===== src/rtl/date_display_scan_pkg.sv =====
// Shared constants for the date display scanner: segment glyphs, digit count,
// decimal-point positions and the edit-field masks used for blinking.
package date_display_scan_pkg;

  localparam int DIGITS = 8;
  localparam int IDX_W  = 3;

  localparam logic [IDX_W-1:0] LAST_IDX  = 3'd7;
  localparam logic [IDX_W-1:0] DP_IDX_LO = 3'd2;
  localparam logic [IDX_W-1:0] DP_IDX_HI = 3'd4;

  // Active-low glyphs, bit order {g,f,e,d,c,b,a}
  localparam logic [6:0] SEG_0     = 7'h40;
  localparam logic [6:0] SEG_1     = 7'h79;
  localparam logic [6:0] SEG_2     = 7'h24;
  localparam logic [6:0] SEG_3     = 7'h30;
  localparam logic [6:0] SEG_4     = 7'h19;
  localparam logic [6:0] SEG_5     = 7'h12;
  localparam logic [6:0] SEG_6     = 7'h02;
  localparam logic [6:0] SEG_7     = 7'h78;
  localparam logic [6:0] SEG_8     = 7'h00;
  localparam logic [6:0] SEG_9     = 7'h10;
  localparam logic [6:0] SEG_DASH  = 7'h3F;
  localparam logic [6:0] SEG_BLANK = 7'h7F;

  localparam logic [DIGITS-1:0] FIELD_DAY   = 8'h03;
  localparam logic [DIGITS-1:0] FIELD_MONTH = 8'h0C;
  localparam logic [DIGITS-1:0] FIELD_YEAR  = 8'hF0;

  function automatic logic [DIGITS-1:0] blink_mask(input logic [2:0] field_sel);
    blink_mask = (field_sel[0] ? FIELD_DAY   : '0) |
                 (field_sel[1] ? FIELD_MONTH : '0) |
                 (field_sel[2] ? FIELD_YEAR  : '0);
  endfunction

endpackage


===== src/rtl/date_display_scan_bcd_to_seg.sv =====
// Combinational BCD to active-low 7-segment decode; non-decimal nibbles show a dash.
module bcd_to_seg
  import date_display_scan_pkg::*;
(
  input  logic [3:0] bcd,
  output logic [6:0] seg_n
);

  always_comb begin
    seg_n = SEG_DASH;
    case (bcd)
      4'd0: seg_n = SEG_0;
      4'd1: seg_n = SEG_1;
      4'd2: seg_n = SEG_2;
      4'd3: seg_n = SEG_3;
      4'd4: seg_n = SEG_4;
      4'd5: seg_n = SEG_5;
      4'd6: seg_n = SEG_6;
      4'd7: seg_n = SEG_7;
      4'd8: seg_n = SEG_8;
      4'd9: seg_n = SEG_9;
      default: seg_n = SEG_DASH;
    endcase
  end

endmodule


===== src/rtl/date_display_scan.sv =====
// Multiplexed 8-digit YYYY.MM.DD display scanner with per-frame shadow capture
// and blinking of the field currently being edited.
module date_display_scan
  import date_display_scan_pkg::*;
#(
  parameter int SCAN_DIV     = 50000,
  parameter int BLINK_FRAMES = 62
) (
  input  logic        Clk,
  input  logic        Reset,
  input  logic [31:0] Data,
  input  logic [2:0]  blink_sel,
  output logic [7:0]  sel,
  output logic [7:0]  seg,
  output logic        frame_done
);

  localparam int PW = (SCAN_DIV > 1) ? $clog2(SCAN_DIV) : 1;
  localparam int FW = (BLINK_FRAMES > 1) ? $clog2(BLINK_FRAMES) : 1;
  localparam logic [PW-1:0] PRESC_MAX = PW'(SCAN_DIV - 1);
  localparam logic [FW-1:0] FRAME_MAX = FW'(BLINK_FRAMES - 1);

  logic [PW-1:0]     presc_q, presc_d;
  logic [IDX_W-1:0]  idx_q, idx_d;
  logic [31:0]       shadow_q, shadow_d;
  logic              blink_q, blink_d;
  logic [FW-1:0]     fcnt_q, fcnt_d;
  logic [7:0]        sel_q, sel_d;
  logic [7:0]        seg_q, seg_d;
  logic              frame_done_q, frame_done_d;

  logic              tick, frame_end, blank, is_dp;
  logic [DIGITS-1:0] fmask;
  logic [3:0]        digit;
  logic [6:0]        glyph;

  assign digit = shadow_q[{idx_q, 2'b00} +: 4];

  bcd_to_seg u_dec (
    .bcd   (digit),
    .seg_n (glyph)
  );

  always_comb begin
    tick      = (presc_q == PRESC_MAX);
    frame_end = tick && (idx_q == LAST_IDX);
    presc_d   = tick ? '0 : presc_q + 1'b1;
    idx_d     = tick ? idx_q + 1'b1 : idx_q;
    // Snapshot once per frame so a mid-frame Data change never tears the display
    shadow_d  = (presc_q == '0 && idx_q == '0) ? Data : shadow_q;

    fcnt_d  = fcnt_q;
    blink_d = blink_q;
    if (frame_end) begin
      if (fcnt_q == FRAME_MAX) begin
        fcnt_d  = '0;
        blink_d = ~blink_q;
      end else begin
        fcnt_d = fcnt_q + 1'b1;
      end
    end

    fmask = blink_mask(blink_sel);
    blank = blink_q && fmask[idx_q];
    is_dp = (idx_q == DP_IDX_LO) || (idx_q == DP_IDX_HI);

    sel_d        = ~(8'b1 << idx_q);
    seg_d        = blank ? 8'hFF : {~is_dp, glyph};
    frame_done_d = frame_end;
  end

  always_ff @(posedge Clk) begin
    if (Reset) begin
      presc_q      <= '0;
      idx_q        <= '0;
      shadow_q     <= '0;
      blink_q      <= 1'b0;
      fcnt_q       <= '0;
      sel_q        <= 8'hFF;
      seg_q        <= 8'hFF;
      frame_done_q <= 1'b0;
    end else begin
      presc_q      <= presc_d;
      idx_q        <= idx_d;
      shadow_q     <= shadow_d;
      blink_q      <= blink_d;
      fcnt_q       <= fcnt_d;
      sel_q        <= sel_d;
      seg_q        <= seg_d;
      frame_done_q <= frame_done_d;
    end
  end

  assign sel        = sel_q;
  assign seg        = seg_q;
  assign frame_done = frame_done_q;

endmodule

===== config.mk =====
export PLATFORM = sky130hd
export DESIGN_NAME = date_display_scan
export DESIGN_NICKNAME = d
export VERILOG_FILES = /design/src/rtl/date_display_scan_pkg.sv /design/src/rtl/date_display_scan_bcd_to_seg.sv /design/src/rtl/date_display_scan.sv
export SDC_FILE = /design/constraint.sdc
export NUM_CORES = 1
export LEC_CHECK = 0
export BUFFER_PORTS_ARGS = -buffer_cell sky130_fd_sc_hd__buf_2
export CAP_MARGIN = 30
export CELL_PAD_IN_SITES_DETAIL_PLACEMENT = 0
export CELL_PAD_IN_SITES_GLOBAL_PLACEMENT = 1
export CORE_ASPECT_RATIO = 1.1
export CORE_MARGIN = 4
export CORE_UTILIZATION = 42
export CTS_CLUSTER_SIZE = 25
export DETAILED_ROUTE_END_ITERATION = 12
export PLACE_DENSITY_LB_ADDON = 0.08
export SYNTH_ARGS = -nofsm -noshare
export SYNTH_HDL_FRONTEND = slang
export SYNTH_SLANG_ARGS = --single-unit
export TNS_END_PERCENT = 5

===== constraint.sdc =====
create_clock -name Clk -period 2.4 [get_ports Clk]
set_clock_uncertainty 0.1 [all_clocks]
set_input_delay 0.24 -clock Clk [delete_from_list [all_inputs] [get_ports Clk]]
set_output_delay 0.24 -clock Clk [all_outputs]
set_load 0.005 [all_outputs]

; Word level (Yosys, flattened, before mapping)
; Memories as Yosys holds them, arrays and structs flattened. A register that Yosys moved wholly into a read port is not among the register bits.
; Cells that the tools add are included.
[totals]
register_bits = 75
rom_bits = 112
input_bits = 37
output_inout_bits = 17
elab_cells = 40
n_memories = 1
[classes]
n_addsub = 3
n_lt_le_gt_ge = 1
eq_ne = 5
n_shift = 2
n_mux = 6
bitwise_logic = 5
n_reduce_logical = 9
[mem_list]
columns = name, words, word_bits, rd, rd_clocked_by_memory_dff, write_ports, line_no
row1 = (no name shown), 16, 7, 1, 1, 0, date_display_scan_bcd_to_seg.sv:11  ; case (bcd)
[op_table]
columns = cell, n
row1 = variable part select 32 x 6 -> 4 bit, 1
row2 = "adder 16 x 1 -> 16 bit, second input constant", 1
row3 = "equality test 16 bit, second input constant", 1
row4 = logical NOT 16 bit, 1
row5 = 2-to-1 mux 8 bit, 1
row6 = inverter 8 bit, 1
row7 = bitwise OR 4 x 8 -> 8 bit, 1
row8 = "<< shifter 1 x 3 -> 8 bit, first input constant", 1
row9 = "adder 6 x 1 -> 6 bit, second input constant", 1
row10 = "equality test 3 bit, second input constant", 2
row11 = "equality test 6 bit, second input constant", 1
row12 = 2-to-1 mux 6 bit, 1
row13 = "< comparator 3 x 4 -> 1 bit, second input constant", 1
row14 = 2-to-1 mux 4 bit, 1
row15 = bitwise OR 2 x 4 -> 4 bit, 1
row16 = OR reduction 2 bit, 2
row17 = "adder 3 x 1 -> 3 bit, second input constant", 1
row18 = binary-select mux 1 bit (select 3 bit), 1
row19 = "equality test 3 x 2 -> 1 bit, second input constant", 1
row20 = logical AND 1 bit, 3
row21 = logical NOT 3 bit, 1
row22 = 2-to-1 mux 2 bit, 1
row23 = inverter 1 bit, 2
row24 = AND reduction 2 bit, 1
row25 = other kinds (2), 2

; Depth between registers and ports, before layout
; Gate-level depths: netlist (run 1).
[logic_depth]
depth_word = 7
depth_mapped = 9
mapped_depth_nobuf = 7

; By module
; From an unflattened synthesis (run 1), not the netlist that was laid out.
[hier_totals]
hier_cells = 402
hier_area_um2 = 3505.9
[by_module_without_submodules]
columns = module, n_inst, cells_each, area_each_um2, seq_area_each_um2
row1 = date_display_scan, 1, 371, 3265.6, 1501.4
row2 = bcd_to_seg, 1, 31, 240.2, 0.0

; Least setup slack after synthesis (run 1)
; OpenSTA, ideal clock, no wires.
[synth_timing]
kind = flip-flop to flip-flop
from = register idx_q[1]
to = register seg_q[4], in the netlist seg[4]
setup_ns = 0.078
t_arrival_ns = 2.032
t_required_ns = 2.222
slack_ns = 0.190
path_stages_with_launch = 9
n_path_buf = 1
period_less_slack_ns = 2.210
path_cell_list = dfxtp_1 -> buf_2 -> mux4_2 -> mux2i_1 -> inv_1 -> ha_1 -> nand2_1 -> o21ai_0 -> a32oi_1
[synth_via]
elab_chain_cells = 4
word_cells_on_any_way = 5
cone_classes = shift: 1 / mux: 2 / reduce/logical: 2
[synth_rtl]
columns = element, line_no
row1 = start: declaration, date_display_scan.sv:24  ; logic [IDX_W-1:0] idx_q, idx_d;
row2 = start signal: assignment, date_display_scan.sv:84  ; idx_q <= idx_d;
row3 = binary-select mux 1 bit (select 3 bit), date_display_scan.sv:64  ; blank = blink_q && fmask[idx_q];
row4 = 2-to-1 mux 1 bit (implied by the code), date_display_scan.sv:64
row5 = logical AND 1 bit, date_display_scan.sv:64
row6 = OR reduction 2 bit (no line), -
row7 = end: declaration, date_display_scan.sv:29  ; logic [7:0] seg_q, seg_d;
; Parallel ways exist; a longest one is shown, timed or not. The select of a mux whose other input is x is not followed.
; A chain may end at the register's enable or synchronous reset.

; Worst setup path after layout (run 1)
[layout_timing]
from = register presc_q[11]
to = register fcnt_q[5]
[layout_via]
elab_chain_cells = 2
[layout_rtl]
columns = element, line_no
row1 = start: declaration, date_display_scan.sv:23  ; logic [PW-1:0] presc_q, presc_d;
row2 = start signal: assignment, date_display_scan.sv:83  ; presc_q <= presc_d;
row3 = equality test 16 bit, date_display_scan.sv:45  ; tick = (presc_q == PRESC_MAX);
row4 = logical AND 1 bit, date_display_scan.sv:46  ; frame_end = tick && (idx_q == LAST_IDX);
row5 = end signal: assignment, date_display_scan.sv:87  ; fcnt_q <= fcnt_d;
row6 = end: declaration, date_display_scan.sv:27  ; logic [FW-1:0] fcnt_q, fcnt_d;
; Every way passes these cells.

==> reports/summary.txt, run 1 <==
Status - completed
Critical Path Start - presc_q[11]$_SDFF_PP0_
Setup Buffers After CTS - 0
Post-synth EDFFs - 0
Final WS setup - 0.1057 ns
Crit Path Class - flop to flop
Avg WL per Cell - 12.94 um
Worst EP arrival - 2.47 ns
Most area-consuming cells after synthesis - dfxtp_1 (45%), nand2_1 (10%), a21oi_1 (6.5%)
Ports - 54
Root buffer cell - clkbuf_8
Clock sink count - 75
Die area - 9385 um2
Final setup vio count - 0
Max Cap Violations - 0
Netlist cell types - 41
Synthesized Nets - 427
Antenna-violating nets left - 0
Syn Area/Cell - 8.869 um2
Yosys Warn Count - 0
Share of cells above drive strength 1 - 23.11%
Die Y-Extent - 101.2 um
Mapped Area - 3317 um2
Fin crit share - 95.60%
Global route total overflow - 0
Hold_sp - Data[24]
CTS H-tree lvls - 3
Largest net degree at the start of global routing - 49
Total track usage - 15.71%
Worst path slowest cell - or4_1
Slew Viols, Final - 0
Crit path capture type - flop
Final Util - 52.69%
Worst slew pin tran - 0.4982 ns
Via density per instance - 4.924
Static leakage - 1.632 nW
CP max stage delay - 0.55 ns
Routed via count - 2669
Final wirelength - 7.013 mm
Maximum vdd ir drop - 0.0003298 V
Synth top area share - 45.27%
Synth-to-layout area growth - 20.03%
Ys async rst share - 0%
Diode count - 0
CTS tree - built
First-pass GRT wire length - 11.80 mm
Top_reg_cell synth - dfxtp_1
Final min period - 2.294 ns
Starting Density - 43.90%
Post-Place Setup Slack - 0.1320 ns
Worst skew pair latency - 0.34 ns
Relative slew margins - 66.79%
Seq cells post-synth - 75
CP startpoint kind - flop
GPL Wtd Cong - 0.8374
Core outline area - 7556 um2
CP required - 2.57 ns
CTS buffer count - 9
Sequential area share after synthesis - 45.27%
Initial antenna violation count - 0
Synth area leader - dfxtp_1
IO buf count - 53
Worst hold-check path type - primary input to flop
DR pass1 iterations - 6
Final Hold Vio Count - 0
Detail Placement HPWL - 5.044 mm
Sum Neg Setup Slack - 0 ns
Row count - 33
Critical-path cell list - or4_4, nor4_4, nand4_4, or4_1, a21oi_2
DRC errors left - 0
RR Startpoint - presc_q[11]$_SDFF_PP0_
Gate Count Post-Synth - 374
Clock transition at the registers of the reported paths - 0.08 ns
PwrDens - 705.7 nW/um2
DRT iter0 DRCs - 55
Maximum clock frequency - 435.9 MHz
Vias in the first global route - 2581
Die Wd - 92.73 um
Nets - 485
Crit path max fanout - 7
Worst-case clock buffer depth - 2
Unrepaired setup endpoints after global routing - false
## final cells by class
type,count,area [um2]
clock inverter,5,100.1
clock buffer,11,141.4
fill,732,3575
timing repair buffer,65,380.4
multi-input combinational,269,1680
tap,105,131.4
inverter,12,45.04
sequential,75,1503
## cells in the final DEF (no fill, tap or decap), drive strengths merged, types with 4 or more instances in the layout
cell type / n
clkbuf: 11
nand3: 6
nand2: 89
ha: 16
or4: 4
inv: 11
xnor2: 7
dfxtp: 75
xor2: 9
nor2: 33
nand4: 8
mux4: 8
nor2b: 4
buf: 65
mux2i: 5
and3: 6
a21oi: 43
nand2b: 4
o21ai: 7
## Yosys cell counts (7+ instances only)
library cell	count
nand2_1	89
dfxtp_1	75
a21oi_1	43
nor2_1	33
ha_1	16
inv_1	11
xor2_1	9
clkbuf_1	8
mux4_2	8
nand4_1	7
o21ai_0	7
xnor2_1	7
## logic make-up (layout without fill, tap and decap cells)
logic type	Yosys count	count (layout)	synth area share, %
compound gates	56	56	8.940
xor+xnor	16	16	4.225
fa+ha+maj	16	16	6.035
buf+inv	30	93	4.338
flops	75	75	45.27
mux	16	16	7.959
simple gates	165	165	23.24
## flip-flops by register name (all words and copies together), names as in the netlist
name,flops
blink_q,1
fcnt_q,6
frame_done,1
sel,8
idx_q,3
shadow_q,32
seg,8
presc_q,16
## per-layer routing
layer	track usage [%]	routed length (um)
met1	19.03	3208
met2	26.95	3417
met3	3.343	268
met5	0	0
met4	7.103	119
## worst paths after layout
kind / slack, ns / end / cells past startpoint
max: 0.11 / fcnt_q[5]$_SDFFE_PP0P_ / 5
min: 0.04 / shadow_q[24]$_SDFFE_PP0P_ / 3
max reg2reg: 0.11 / fcnt_q[5]$_SDFFE_PP0P_ / 5
min reg2reg: 0.35 / shadow_q[6]$_SDFFE_PP0P_ / 2
## metrics by stage
| stage | total power, mW | instances | hold WS (ns) | area (um2) |
|---|---|---|---|---|
| 2_1_floorplan | 1.569 | 374 | 0.2560 | 3317 |
| 3_3_place_gp | 1.677 | 526 | 0.3363 | 3730 |
| 3_5_place_dp | 1.678 | 526 | 0.3437 | 3730 |
| 4_1_cts | 2.853 | 542 | 0.01801 | 3971 |
| 5_1_grt | 2.944 | 542 | 0.02779 | 3981 |
| 6_report | 2.810 | 542 | 0.03554 | 3981 |
## what timing repair did
action                                  CTS  global route
hold buffers                              0             0
endpoints found under the setup margin    0             1
gates resized for setup                   0             3
## power breakdown
part / total [mW] / internal [mW] / leakage (nW) / switching, mW
sequential: 1.35 / 1.31 / 0.614 / 0.0313
combinational: 0.299 / 0.135 / 0.895 / 0.163
clock: 1.17 / 0.716 / 0.123 / 0.449
total: 2.81 / 2.17 / 1.63 / 0.643
## worst max-delay path: cells and delay by family (launching register included)
family / cells / cell delay (ns)
flops: 1 / 0.36
compound gates: 1 / 0.15
simple gates: 4 / 1.63
No activity file was read; power rests on OpenSTA's default activity.
==> run 2, diff against run 1 <==
--- a/config.mk
+++ b/config.mk
@@ -14,7 +14,9 @@
 export CORE_UTILIZATION = 42
 export CTS_CLUSTER_SIZE = 25
 export DETAILED_ROUTE_END_ITERATION = 12
-export PLACE_DENSITY_LB_ADDON = 0.08
+export HOLD_SLACK_MARGIN = 0.15
+export PLACE_DENSITY_LB_ADDON = 0.1
+export RECOVER_POWER = 25
 export SYNTH_ARGS = -nofsm -noshare
 export SYNTH_HDL_FRONTEND = slang
 export SYNTH_SLANG_ARGS = --single-unit
==> run 2 against run 1 <==
Maximum frequency rose by 0.91%. Flip-flop and latch count unchanged. Highest routed layer unchanged. Non-clock buffer count rose by 34. Largest power group unchanged.
==> reports/summary.txt, run 2 (synthesis gave the netlist of run 1 again) <==
Status - completed (unchanged)
Max reg flops - 32 (unchanged)
Crit Path Class - flop to flop (unchanged)
Share of cells above drive strength 1 - 19.15% (was 23.11%)
Worst skew pair latency - 0.35 ns (was 0.34 ns)
GPL Wtd Cong - 0.8237 (was 0.8374)
CP startpoint kind - flop (unchanged)
Worst hold path cell count - 4 (was 3)
Worst Hold End - seg[7]$_SDFF_PP1_ (was shadow_q[24]$_SDFFE_PP0P_)
# fillers - 741 (was 732)
Row count - 33 (unchanged)
Most frequent cells in the layout - nand2_1 (89), dfxtp_1 (75), buf_2 (47) (was nand2_1 (89), dfxtp_1 (74), buf_2 (53))
Setup slack, reg-to-reg - 0.13 ns (was 0.11 ns)
CTS H-tree lvls - 3 (unchanged)
Crit path max fanout - 7 (unchanged)
Reg area - 1501 um2 (was 1503 um2)
Worst hold-check path type - primary input to flop (unchanged)
CP max stage delay - 0.54 ns (was 0.55 ns)
Detail Placement HPWL - 5.114 mm (was 5.044 mm)
Max Cap Violations - 0 (unchanged)
Biggest regs - shadow_q (32), presc_q (16) (unchanged)
CP required - 2.59 ns (was 2.57 ns)
Worst R2R Path Depth - 5 (unchanged)
RR Startpoint - presc_q[11]$_SDFF_PP0_ (unchanged)
Crit path capture type - flop (unchanged)
Vias in the first global route - 2742 (was 2581)
Worst path slowest cell - or4_4 (was or4_1)
Clock sink count - 75 (unchanged)
Die Y-Extent - 101.2 um (unchanged)
Setup Buffers After CTS - 0 (unchanged)
First-pass GRT wire length - 12.62 mm (was 11.80 mm)
Total track usage - 16.98% (was 15.71%)
Starting Density - 43.90% (unchanged)
Nets - 519 (was 485)
Antenna-violating nets left - 0 (unchanged)
Ports - 54 (unchanged)
Via density per instance - 4.896 (was 4.924)
Critical-path cell list - or4_4, nor4_4, nand4_4, or4_1, a21oi_1 (was or4_4, nor4_4, nand4_4, or4_1, a21oi_2)
Crit Reg-Reg Endpoint - fcnt_q[5]$_SDFFE_PP0P_ (unchanged)
Final wirelength - 7.489 mm (was 7.013 mm)
Final Hold Vio Count - 0 (unchanged)
Core outline area - 7556 um2 (unchanged)
CTS tree - built (unchanged)
Fin crit share - 94.74% (was 95.60%)
Worst EP arrival - 2.46 ns (was 2.47 ns)
DR pass1 iterations - 4 (was 6)
Relative slew margins - 68.89% (was 66.79%)
Synth-to-layout area growth - 27.73% (was 20.03%)
Largest net degree at the start of global routing - 33 (was 49)
IO buf count - 53 (unchanged)
DRT iter0 DRCs - 118 (was 55)
Hold_sp - blink_sel[0] (was Data[24])
Global route total overflow - 0 (unchanged)
Unrepaired setup endpoints after global routing - false (unchanged)
DRC errors left - 0 (unchanged)
Static leakage - 1.730 nW (was 1.632 nW)
Worst-case clock buffer depth - 2 (unchanged)
Sum Neg Setup Slack - 0 ns (unchanged)
Final Power - 2.664 mW (was 2.810 mW)
Maximum clock frequency - 439.8 MHz (was 435.9 MHz)
Most common cell after layout, fill and taps aside - nand2_1 (unchanged)
Largest Register - shadow_q (unchanged)
Avg WL per Cell - 13.02 um (was 12.94 um)
Die Wd - 92.73 um (unchanged)
Root buffer cell - clkbuf_8 (unchanged)
Final setup vio count - 0 (unchanged)
Slew Viols, Final - 0 (unchanged)
Maximum vdd ir drop - 0.0002703 V (was 0.0003298 V)
Clock transition at the registers of the reported paths - 0.09 ns (was 0.08 ns)
CTS buffer count - 9 (unchanged)
Routed via count - 2815 (was 2669)
Initial antenna violation count - 0 (unchanged)
Diode count - 0 (unchanged)
Area of the multi-input gates - 1672 um2 (was 1680 um2)
Die area - 9385 um2 (unchanged)
Final min period - 2.274 ns (was 2.294 ns)
Worst slew pin tran - 0.4632 ns (was 0.4982 ns)
PwrDens - 628.8 nW/um2 (was 705.7 nW/um2)
-- run 2: cell types whose count changed in the layout (fill, tap and decap cells not counted), moves of 2 or more --
cell	delta
buf_2	-6
bufinv_16	-2
clkbuf_1	+8
clkinv_2	-2
dlygate4sd3_1	+33
-- run 2: what timing repair did --
action,in CTS,in global routing
endpoints found under the setup margin,0,0
hold endpoints to repair,33,0
hold buffers,33,0
resized for setup,0,0
-- run 2: critical path, delay by kind of cell (launching register included) --
| family | cells | cell delay [ns] |
|---|---|---|
| simple gates | 4 | 1.61 |
| compound gates | 1 | 0.15 |
| flops | 1 | 0.36 |
-- run 2: worst max path at each step --
stage,depth (start not counted),slack [ns],start,end
floorplan,8,0.19,idx_q[1]$_SDFFE_PP0P_,seg[4]$_SDFF_PP1_
global placement,5,0.17,presc_q[11]$_SDFF_PP0_,fcnt_q[5]$_SDFFE_PP0P_
detailed placement,5,0.14,presc_q[11]$_SDFF_PP0_,fcnt_q[5]$_SDFFE_PP0P_
CTS,5,0.14,presc_q[11]$_SDFF_PP0_,fcnt_q[5]$_SDFFE_PP0P_
global route,8,0.009,idx_q[0]$_SDFFE_PP0P_,seg[4]$_SDFF_PP1_
finish,5,0.13,presc_q[11]$_SDFF_PP0_,fcnt_q[5]$_SDFFE_PP0P_
-- run 2: where the power goes --
| group | switching (mW) | internal (mW) | total (mW) |
|---|---|---|---|
| combinational | 0.173 | 0.169 | 0.341 |
| sequential | 0.0319 | 1.31 | 1.35 |
| clock | 0.466 | 0.510 | 0.976 |
-- run 2: cell type report --
type	count	area share, %
clock buffers	12	3.426
clock inverters	3	1.122
inverters	12	1.063
multi-input cells	269	39.46
flip-flops and latches	75	35.44
well taps	105	3.101
repair buffers	99	16.39
-- run 2: metal layers --
layer	wire (um)	global-route usage [%]	vias to the layer above
met1	3459	20.73	1311
met5	0	0	-
met3	266	3.789	13
met4	142	7.215	0
met2	3620	29.02	44
li1	-	-	1447
-- run 2: per-stage QoR --
| stage | worst slack [ns] | std cells | cell area [um2] | util [%] | hold slack, ns |
|---|---|---|---|---|---|
| 2_1_floorplan | 0.1901 | 374 | 3317 | - | 0.2560 |
| 3_3_place_gp | 0.1706 | 527 | 3725 | 49.30 | 0.3360 |
| 3_5_place_dp | 0.1396 | 527 | 3725 | 49.30 | 0.3443 |
| 4_1_cts | 0.1357 | 575 | 4248 | 56.22 | 0.1733 |
| 5_1_grt | 0.009461 | 575 | 4237 | 56.07 | 0.1877 |
| 6_report | 0.1263 | 575 | 4237 | 56.07 | 0.1757 |
==> run 3, diff against run 2 <==
--- a/config.mk
+++ b/config.mk
@@ -7,15 +7,13 @@
 export LEC_CHECK = 0
 export BUFFER_PORTS_ARGS = -buffer_cell sky130_fd_sc_hd__buf_2
 export CAP_MARGIN = 30
-export CELL_PAD_IN_SITES_DETAIL_PLACEMENT = 0
-export CELL_PAD_IN_SITES_GLOBAL_PLACEMENT = 1
 export CORE_ASPECT_RATIO = 1.1
 export CORE_MARGIN = 4
-export CORE_UTILIZATION = 42
+export CORE_UTILIZATION = 56
 export CTS_CLUSTER_SIZE = 25
 export DETAILED_ROUTE_END_ITERATION = 12
 export HOLD_SLACK_MARGIN = 0.15
-export PLACE_DENSITY_LB_ADDON = 0.1
+export PLACE_DENSITY = 0.79
 export RECOVER_POWER = 25
 export SYNTH_ARGS = -nofsm -noshare
 export SYNTH_HDL_FRONTEND = slang
==> constraint.sdc (replaced) <==
create_clock -name Clk -period 2.4 [get_ports Clk]
set_clock_uncertainty 0.1 [all_clocks]
set_input_delay 0.12 -clock Clk [delete_from_list [all_inputs] [get_ports Clk]]
set_output_delay 0.12 -clock Clk [all_outputs]
set_load 0.005 [all_outputs]
==> run 3 against run 2 <==
Maximum frequency fell by 0.31%. Register-to-register slack about the same. Wire length rose by 0.49%. Clock power increased by 6%. Combinational power is 1% lower. First-iteration DRC count is 42% higher. Critical path depth did not move. Power up 2.3%. Critical path type unchanged. Largest cell class unchanged.
==> reports/summary.txt, run 3 (synthesis gave the netlist of run 1 again) <==
Status - completed (unchanged)
CTS H-tree lvls - 3 (unchanged)
Max Cap Violations - 0 (unchanged)
Final hold slack - 0.2589 ns (was 0.1757 ns)
Sum Neg Setup Slack - 0 ns (unchanged)
GPL Wtd Cong - 0.8025 (was 0.8237)
Maximum vdd ir drop - 0.0004417 V (was 0.0002703 V)
Fin crit share - 95.03% (was 94.74%)
Die Wd - 81.38 um (was 92.73 um)
Ports - 54 (unchanged)
Crit Path Class - flop to flop (unchanged)
Clock transition at the registers of the reported paths - 0.08 ns (was 0.09 ns)
Crit path to - fcnt_q[5]$_SDFFE_PP0P_ (unchanged)
Max reg flops - 32 (unchanged)
Vias in the first global route - 2862 (was 2742)
Worst R2R Path Depth - 5 (unchanged)
CTS tree - built (unchanged)
Crit Reg-Reg Endpoint - fcnt_q[5]$_SDFFE_PP0P_ (unchanged)
Via density per instance - 5.328 (was 4.896)
# fillers - 406 (was 741)
Final WS setup - 0.1193 ns (was 0.1263 ns)
Row count - 29 (was 33)
Starting Density - 57.49% (was 43.90%)
CTS buffer count - 9 (unchanged)
Maximum clock frequency - 438.5 MHz (was 439.8 MHz)
First-pass GRT wire length - 12.43 mm (was 12.62 mm)
Crit path capture type - flop (unchanged)
Placed Cells - 495 (was 527)
Final setup vio count - 0 (unchanged)
Final min period - 2.281 ns (was 2.274 ns)
Clock sink count - 75 (unchanged)
Final wirelength - 7.526 mm (was 7.489 mm)
Die Y-Extent - 88.72 um (was 101.2 um)
Most frequent cells in the layout - nand2_1 (89), dfxtp_1 (75), buf_2 (44) (was nand2_1 (89), dfxtp_1 (75), buf_2 (47))
Final non-filler cell total - 546 (was 575)
Global route total overflow - 0 (unchanged)
Root buffer cell - clkbuf_8 (unchanged)
Setup slack, reg-to-reg - 0.12 ns (was 0.13 ns)
Post-Place Setup Slack - 0.1421 ns (was 0.1396 ns)
DRT iter0 DRCs - 167 (was 118)
Nets - 517 (was 519)
CP required - 2.58 ns (was 2.59 ns)
Initial antenna violation count - 0 (unchanged)
CP startpoint kind - flop (unchanged)
Share of cells above drive strength 1 - 18.34% (was 19.15%)
Worst-case clock buffer depth - 2 (unchanged)
Worst hold-check path type - primary input to flop (unchanged)
Worst slew pin tran - 0.4845 ns (was 0.4632 ns)
Total track usage - 22.72% (was 16.98%)
Crit path max fanout - 7 (unchanged)
Most common cell after layout, fill and taps aside - nand2_1 (unchanged)
Diode count - 0 (unchanged)
Largest net degree at the start of global routing - 50 (was 33)
Synth-to-layout area growth - 26.82% (was 27.73%)
Slew Viols, Final - 0 (unchanged)
Relative slew margins - 67.24% (was 68.89%)
CTS resizes - 0 (unchanged)
RR Startpoint - presc_q[13]$_SDFF_PP0_ (was presc_q[11]$_SDFF_PP0_)
CP bufs+invs - 0 (unchanged)
Critical Path Start - presc_q[13]$_SDFF_PP0_ (was presc_q[11]$_SDFF_PP0_)
Avg WL per Cell - 13.78 um (was 13.02 um)
Die area - 7220 um2 (was 9385 um2)
Routed via count - 2909 (was 2815)
Biggest regs - shadow_q (32), presc_q (16) (unchanged)
Setup Buffers After CTS - 0 (unchanged)
Antenna-violating nets left - 0 (unchanged)
Critical-path cell list - or4_4, nor4_4, nand4_4, or4_1, a21oi_1 (unchanged)
# hold bufs at CTS - 35 (was 33)
PwrDens - 647.6 nW/um2 (was 628.8 nW/um2)
Worst EP arrival - 2.46 ns (about the same)
Crit path max-delay family - simple AND/OR/NAND/NOR gates (unchanged)
DR pass1 iterations - 4 (unchanged)
Detail Placement HPWL - 4.874 mm (was 5.114 mm)
Worst path slowest cell - or4_4 (unchanged)
CP Depth - 5 (unchanged)
IO buf count - 53 (unchanged)
CP max stage delay - 0.56 ns (was 0.54 ns)
Worst skew pair latency - 0.35 ns (about the same)
Unrepaired setup endpoints after global routing - false (unchanged)
Core outline area - 5769 um2 (was 7556 um2)
Final Hold Vio Count - 0 (unchanged)
Largest Register - shadow_q (unchanged)
Static leakage - 1.724 nW (was 1.730 nW)
DRC errors left - 0 (unchanged)
## run 3: cell count changes in the layout (fill, tap and decap cells not counted), sizes merged
cell         delta
clkinv          +3
bufinv          +1
buf             -6
dlygate4sd3     +2
inv             -1
## run 3: cell type report
class                   count  area, um2  share of cell area, %
multi-input cells         269       1672                  39.74
flip-flops and latches     75       1501                  35.69
repair buffers             97      684.4                  16.27
clock buffers              10      127.6                  3.034
well taps                  77      96.34                  2.290
clock inverters             6      80.08                  1.904
inverters                  12      45.04                  1.071
## run 3: tightest hold or removal path: cells and delay by family
family                 cells  cell delay (ns)
AO/OA/AOI/OAI              2             0.17
multiplexers               1             0.13
AND/OR/NAND/NOR            1             0.19
buffers and inverters      1             0.07
## run 3: layer usage
metal	routed length (um)	up-vias	track usage (%)
li1	-	1445	-
met1	3054	1399	25.34
met4	142	0	8.756
met2	4022	51	41.26
met3	306	14	5.601
met5	0	-	0
## run 3: worst min path at each step
stage | startpoint | end | slack [ns] | cells past startpoint
floorplan | Reset | sel[1]$_SDFF_PP1_ | 0.14 | 2
global placement | Data[22] | shadow_q[22]$_SDFFE_PP0P_ | 0.27 | 3
detailed placement | Data[3] | shadow_q[3]$_SDFFE_PP0P_ | 0.27 | 3
CTS | blink_sel[1] | seg[1]$_SDFF_PP1_ | 0.24 | 5
global route | blink_sel[1] | seg[1]$_SDFF_PP1_ | 0.31 | 5
finish | blink_sel[1] | seg[2]$_SDFF_PP1_ | 0.26 | 5
## run 3: metrics by stage
| stage | area [um2] | util [%] | total power, mW |
|---|---|---|---|
| 6_report | 4207 | 72.91 | 2.724 |
| 5_1_grt | 4207 | 72.91 | 2.840 |
| 4_1_cts | 4218 | 73.11 | 2.745 |
| 3_5_place_dp | 3660 | 63.44 | 1.669 |
| 3_3_place_gp | 3660 | 63.44 | 1.662 |
| 2_1_floorplan | 3317 | - | 1.569 |
## run 3: power breakdown
group | internal, mW | total (mW) | switching, mW
Sequential | 1.32 | 1.35 | 0.0382
Combinational | 0.163 | 0.337 | 0.174
Clock | 0.578 | 1.03 | 0.456
